`src/rtl/hamming_pkg.sv`:
```
// rtl/hamming_pkg.sv - shared constants and codeword helpers for the shortened Hamming(15,11) code
//
// Shared by the encoder and decoder so both sides agree on the codeword layout.
//   DATA_W / CODE_W / PAR_W : data, codeword and parity widths
//   Px_IDX                  : codeword bit index of each parity bit (Hamming position - 1)
//   DATA_IDX[j]             : codeword bit index carrying data bit d[j]
//   assemble_code()         : places data and parity bits into a codeword
package hamming_pkg;

    localparam int DATA_W = 10;
    localparam int CODE_W = 14;
    localparam int PAR_W  = 4;

    localparam int P1_IDX = 0;
    localparam int P2_IDX = 1;
    localparam int P4_IDX = 3;
    localparam int P8_IDX = 7;

    // Non-power-of-two Hamming positions 3,5,6,7,9..14, minus one.
    localparam int DATA_IDX [0:DATA_W-1] = '{2, 4, 5, 6, 8, 9, 10, 11, 12, 13};

    // par[0] = p1, par[1] = p2, par[2] = p4, par[3] = p8.
    function automatic logic [CODE_W-1:0] assemble_code(
        input logic [DATA_W-1:0] data,
        input logic [PAR_W-1:0]  par
    );
        logic [CODE_W-1:0] code;
        code         = '0;
        code[P1_IDX] = par[0];
        code[P2_IDX] = par[1];
        code[P4_IDX] = par[2];
        code[P8_IDX] = par[3];
        for (int j = 0; j < DATA_W; j++) begin
            code[DATA_IDX[j]] = data[j];
        end
        return code;
    endfunction

endpackage

```
`src/rtl/hamming_parity_gen.sv`:
```
// rtl/hamming_parity_gen.sv - combinational parity generator for the shortened Hamming(15,11) code
//
// Ports:
//   data_i [DATA_W-1:0] : data word d[9:0]
//   par_o  [PAR_W-1:0]  : even parity bits {p8, p4, p2, p1}
// Parity bit b covers every data bit whose Hamming position has bit b set.
module hamming_parity_gen
    import hamming_pkg::*;
(
    input  logic [DATA_W-1:0] data_i,
    output logic [PAR_W-1:0]  par_o
);

    always_comb begin
        logic [3:0] pos;
        par_o = '0;
        pos   = '0;
        for (int j = 0; j < DATA_W; j++) begin
            pos = 4'(DATA_IDX[j] + 1);
            for (int b = 0; b < PAR_W; b++) begin
                if (pos[b]) begin
                    par_o[b] = par_o[b] ^ data_i[j];
                end
            end
        end
    end

endmodule

```
`src/rtl/pipelined_hamming_encoder.sv`:
```
// rtl/pipelined_hamming_encoder.sv - two-stage valid/ready Hamming encoder with error injection
//
// Ports:
//   clk, rst_n           : clock, asynchronous active-low reset
//   in_valid/in_ready    : input handshake, in_data + inj_mask captured on transfer
//   in_data  [9:0]       : data word
//   inj_mask [13:0]      : error pattern XORed onto the codeword
//   out_valid/out_ready  : output handshake
//   out_code [13:0]      : codeword, bit i = Hamming position i+1; 0 while out_valid = 0
//   cw_count [CNT_W-1:0] : wrapping count of delivered codewords
module pipelined_hamming_encoder
    import hamming_pkg::*;
#(
    parameter int CNT_W = 16
) (
    input  logic              clk,
    input  logic              rst_n,
    input  logic              in_valid,
    output logic              in_ready,
    input  logic [9:0]        in_data,
    input  logic [13:0]       inj_mask,
    output logic              out_valid,
    input  logic              out_ready,
    output logic [13:0]       out_code,
    output logic [CNT_W-1:0]  cw_count
);

    logic              s1_valid_q, s1_valid_d;
    logic [DATA_W-1:0] s1_data_q;
    logic [CODE_W-1:0] s1_mask_q;
    logic [PAR_W-1:0]  s1_par_q;
    logic [PAR_W-1:0]  par_d;

    logic              s2_valid_q, s2_valid_d;
    logic [CODE_W-1:0] code_q, code_d;
    logic [CNT_W-1:0]  cnt_q, cnt_d;

    logic in_fire;
    logic out_fire;
    logic s2_load;

    hamming_parity_gen u_parity (
        .data_i (in_data),
        .par_o  (par_d)
    );

    // Handshake: in_ready is a function of register state and out_ready only.
    assign out_fire = s2_valid_q & out_ready;
    assign s2_load  = s1_valid_q & (~s2_valid_q | out_ready);
    assign in_ready = ~s1_valid_q | s2_load;
    assign in_fire  = in_valid & in_ready;

    always_comb begin
        s1_valid_d = in_fire | (s1_valid_q & ~s2_load);
        s2_valid_d = s2_load | (s2_valid_q & ~out_ready);

        // Clearing the output register when it drains keeps out_code at 0 while idle.
        code_d = code_q;
        if (s2_load) begin
            code_d = assemble_code(s1_data_q, s1_par_q) ^ s1_mask_q;
        end else if (out_fire) begin
            code_d = '0;
        end

        cnt_d = cnt_q;
        if (out_fire) begin
            cnt_d = cnt_q + {{(CNT_W-1){1'b0}}, 1'b1};
        end
    end

    always_ff @(posedge clk or negedge rst_n) begin
        if (!rst_n) begin
            s1_valid_q <= 1'b0;
            s2_valid_q <= 1'b0;
            code_q     <= '0;
            cnt_q      <= '0;
        end else begin
            s1_valid_q <= s1_valid_d;
            s2_valid_q <= s2_valid_d;
            code_q     <= code_d;
            cnt_q      <= cnt_d;
        end
    end

    // Stage-1 payload is qualified by s1_valid_q, so it needs no reset.
    always_ff @(posedge clk) begin
        if (in_fire) begin
            s1_data_q <= in_data;
            s1_mask_q <= inj_mask;
            s1_par_q  <= par_d;
        end
    end

    assign out_valid = s2_valid_q;
    assign out_code  = code_q;
    assign cw_count  = cnt_q;

endmodule
```
`config.mk`:
```
export PLATFORM = sky130hd
export DESIGN_NAME = pipelined_hamming_encoder
export DESIGN_NICKNAME = d
export VERILOG_FILES = /design/src/rtl/hamming_pkg.sv /design/src/rtl/hamming_parity_gen.sv /design/src/rtl/pipelined_hamming_encoder.sv
export SDC_FILE = /design/constraint.sdc
export NUM_CORES = 1
export LEC_CHECK = 0
export CAP_MARGIN = 5
export CELL_PAD_IN_SITES_DETAIL_PLACEMENT = 0
export CELL_PAD_IN_SITES_GLOBAL_PLACEMENT = 2
export CORE_MARGIN = 1
export CORE_UTILIZATION = 36
export DETAILED_ROUTE_END_ITERATION = 6
export PLACE_DENSITY_LB_ADDON = 0.1
export SLEW_MARGIN = 20
export SYNTH_ARGS = -nofsm -noshare
export SYNTH_HDL_FRONTEND = slang
export SYNTH_HIERARCHICAL = 1
export SYNTH_SLANG_ARGS = --single-unit
```
`constraint.sdc`:
```
create_clock -name clk -period 5.7 [get_ports clk]
set_clock_uncertainty 0.2 [all_clocks]
set_input_delay 0.855 -clock clk [delete_from_list [all_inputs] [get_ports clk]]
set_output_delay 0.855 -clock clk [all_outputs]
set_load 0.005 [all_outputs]
```
# == Yosys cells after proc, flatten, opt, wreduce, memory -nomap -nowiden ==
# Index checks and enable logic that the tools add are counted.
# word_totals
ff_bits,60
inputBits,28
out_inout_bits,32
wordCells,45
# op_classes
bitwise,34
n_mux,2
reduce_logical,1
n_addsub,1
# op_table
op,n
2-to-1 mux 14 bit,2
bitwise XOR 1 bit,20
"adder 16 x 1 -> 16 bit, second input constant",1
bitwise XOR 14 bit,1
AND 1 bit,5
inverter 1 bit,4
bitwise OR 1 bit,4
nonzero test 2 bit,1

# == Logic depth before layout (Yosys ltp) ==
# logic_depth
word_depth,6
mapped_depth,6
ltp_nobuf,5

# == Hierarchy ==
# The synthesis kept the hierarchy.
# by_module_without_submodules
mod,area_per_inst_um2,instances,cells_per_inst
pipelined_hamming_encoder,2496.1,1,177
hamming_parity_gen,175.2,1,12

# == Worst setup path before layout ==
# Ideal clock, no wire load.
# synth_path
path_type,input to register
start,input port out_ready
end,"register s1_data_q[0], enable pin"
setup_time_ns,0.387
path_slack_ns,3.096
t_arrival_ns,2.016
cell_stages,5
path_buffers,2
required_ns,5.113
cell_sequence,buf_4 > nor2b_1 > buf_2 > nand2_1 > and2_1
# synth_between
elab_chain_cells,4
# synth_lines
element,line,text
from (decl),pipelined_hamming_encoder.sv:23,"input logic out_ready,"
bitwise OR 1 bit,pipelined_hamming_encoder.sv:49,assign s2_load = s1_valid_q & (~s2_valid_q | out_ready);
AND 1 bit,pipelined_hamming_encoder.sv:49,
bitwise OR 1 bit,pipelined_hamming_encoder.sv:50,assign in_ready = ~s1_valid_q | s2_load;
named net in_ready,pipelined_hamming_encoder.sv:19,"output logic in_ready,"
AND 1 bit,pipelined_hamming_encoder.sv:51,assign in_fire = in_valid & in_ready;
named net in_fire,pipelined_hamming_encoder.sv:38,logic in_fire;
to (signal assigned),pipelined_hamming_encoder.sv:88,s1_data_q <= in_data;
to (decl),pipelined_hamming_encoder.sv:29,logic [DATA_W-1:0] s1_data_q;
# The timed path passes the listed nets, and every way through them passes these cells.
# A chain may end at the register's enable or synchronous reset.

# == Worst setup path after layout ==
# layout_path
start,input port out_ready
end,output port in_ready
# layout_between
elab_chain_cells,3
# layout_lines
element,line
bitwise OR 1 bit,pipelined_hamming_encoder.sv:49
AND 1 bit,pipelined_hamming_encoder.sv:49
bitwise OR 1 bit,pipelined_hamming_encoder.sv:50
to (decl),pipelined_hamming_encoder.sv:19
# Every way passes these cells.

==> reports/metrics.cfg <==
[die]
rows = 31
dieArea_um2 = 7770
num_io_pins = 60
dieHeight_um = 88.1
die_w_um = 88.1
initial_utilization_pct = 37.0
core_region_area_um2 = 7210

[global_route]
track_usage_pct = 14.1
antenna_found_initial = 0
grt_pass1_wl_um = 7910
overflow = 0
grt_max_degree = 33
first_global_vias = 1581

[logic_synthesis]
ys_warn_count = 6
syn_inst = 189
synth_top_area_share_pct = 31.5
async_reset_ff_share_pct = 53.3
syn-mean-instance-area_um2 = 14.1
ys_top_cells_by_area = edfxtp_1, dfrtp_1, xor2_1
synth_top_family_by_area = XOR/XNOR gates
ys_seq_elements = 60
ys_types = 30
synth_fa_ha_area_share_pct = 0.468
synthFlopType = dfrtp_1
synth-xor-area-share_pct = 16.1
synthesis.nets = 218
ys_seq_area_share_pct = 61.5
synth_simple_gate_area_share_pct = 7.87
yosysMostFrequentCell = dfrtp_1
synth.cell_area_um2 = 2670
yosys.area.top_type = edfxtp_1
yosys-top-cells-count = dfrtp_1, edfxtp_1, xor2_1
synthMuxAreaShare_pct = 5.29
synth_enable_flop_cells = 28
synth_compound_area_share_pct = 6.89

[pwr]
ir_drop_mv = 0.158
cellPowerDensity_nw_per_um2 = 337
power.static_leakage_uw = 0.00142
total_power_uw = 1200

[placement]
routabilityCongestion = 0.749
dpl.hpwl_um = 3370
port_buffers = 59
dp_cells = 340

[route]
via_per_inst = 4.68
vias = 1667
first_pass_iters = 4
route.met2.wl_um = 2390
postRouteAntennaNets = 0
drc = 0
wl_um = 4870
wl_met3_um = 233
dr.first_iter.drc_count = 61
top_layer = met4
wl_met1_um = 2210
avgRoutedWirePerCell_um = 13.7

[sta]
tightest_slew_ns = 0.756
setup_viol = 0
min_period_ns = 3.66
finalCritPeriodShare_pct = 64.2
whs_ns = 0.273
rsz0062_at_grt = false
hold_viol = 0
drv_slew = 0
timing.fmax_mhz = 273
relSlewSlack_pct = 49.4
setup_tns_ns = 0

[finish]
synthToLayoutAreaGrowth_pct = 32.9
layout.nets = 281
antennaDiodeCount = 0
multi_input_area_um2 = 978
drive_gt1_share_pct = 11.7
final_cell_count_no_fill = 356
regArea_um2 = 1640
nFillCells = 669

[flow_run]
max_cap_violations = 0

[clocking]
clock_path_buffers = 2
root_buffer = clkbuf_8
post_cts_buffers = 0
cts.sinks = 60
hold_buffers = 0
cts_tree = yes
h-tree-depth = 3
numCtsBuffers = 9
clkLatencyLatePin_ns = 0.33
cts_resized = 0
cts.reportedPaths.clkPinSlew_ns = 0.07

[setup_path]
worst_setup_path_end_kind = output pin
crit_required_ns = 4.64
cp.arrival_ns = 2.60
timing.setup.critical_path_class = primary input to output pin
cp_max_fo = 18
worstSetupStartpointType = primary input

[outcome]
outcome = finished, final reports clean

[hold_path]
hold_class = flip-flop to flip-flop

## state kept, by name (all words and copies together), names as in the netlist
signal and flops:
s1_data_q 10, s1_mask_q 14, out_code 14, cw_count 16, s1_par_q 4, out_valid 1, s1_valid_q 1
## power breakdown
part / total [µW] / internal [µW] / switching (µW)
Combinational: 238 / 154 / 83.9
Sequential: 579 / 517 / 62.0
Clock: 378 / 206 / 172
Total: 1200 / 877 / 318
## layer usage
metal	track usage (%)	vias up
met3	4.52	4
met4	5.28	0
met5	0	-
li1	-	821
met2	21.9	46
met1	18.4	796
## path summary, 6_finish.rpt
check                               end  cells past startpoint  slack (ns)         start
max in group asynchronous    s1_valid_q                      2        4.25         rst_n
min in group asynchronous   cw_count[5]                      2        0.73         rst_n
setup reg to reg            s1_par_q[3]                      3        3.52     out_valid
setup / recovery               in_ready                      4        2.04     out_ready
hold / removal             cw_count[15]                      1        0.27  cw_count[15]
hold reg to reg            cw_count[15]                      1        0.27  cw_count[15]
## stage by stage
stage / worst slack [ns] / util, % / area, µm²
6_report: 2.04 / 49.2 / 3550
5_1_grt: 1.93 / 49.2 / 3550
4_1_cts: 2.01 / 49.2 / 3550
3_5_place_dp: 2.02 / 46.4 / 3350
3_3_place_gp: 2.00 / 46.4 / 3350
2_1_floorplan: 3.10 / - / 2670
## cell usage in the layout (no fill, tap or decap), types with 2 or more instances in the layout
| cell type | n |
|---|---|
| clkinv_4 | 3 |
| mux2i_1 | 13 |
| nor3_2 | 2 |
| xnor3_1 | 4 |
| nand4_1 | 3 |
| a32oi_1 | 13 |
| and4_4 | 2 |
| and2_2 | 2 |
| xor2_1 | 19 |
| edfxtp_1 | 28 |
| nand3_1 | 3 |
| clkbuf_8 | 9 |
| xnor2_1 | 16 |
| xnor2_2 | 2 |
| o21ai_0 | 14 |
| nand2_1 | 12 |
| clkdlybuf4s50_1 | 59 |
| nor2_1 | 6 |
| buf_4 | 2 |
| dfrtp_1 | 31 |
## final cells by class
class	instances	share of cell area (%)
Clock inverter	6	2.04
Multi-Input combinational cell	120	27.6
Clock buffer	10	3.59
Timing Repair Buffer	61	17.1
Tap cell	99	3.49
Sequential cell	60	46.3
## worst max-delay path, stage by stage
cell	delay, ns
clkdlybuf4s50_1	0.96
nor2b_1	0.13
nand2_1	0.13
clkdlybuf4s50_1	0.52
## cells by family after synthesis
logic type	Yosys count
AOI/OAI and AO/OA	27
xor gates and xnor gates	41
adders and majority gates	1
buffers and inverters	9
DFF	60
muxes	14
and+or+nand+nor	37
Note: power is estimated with default switching activity, not from simulation.
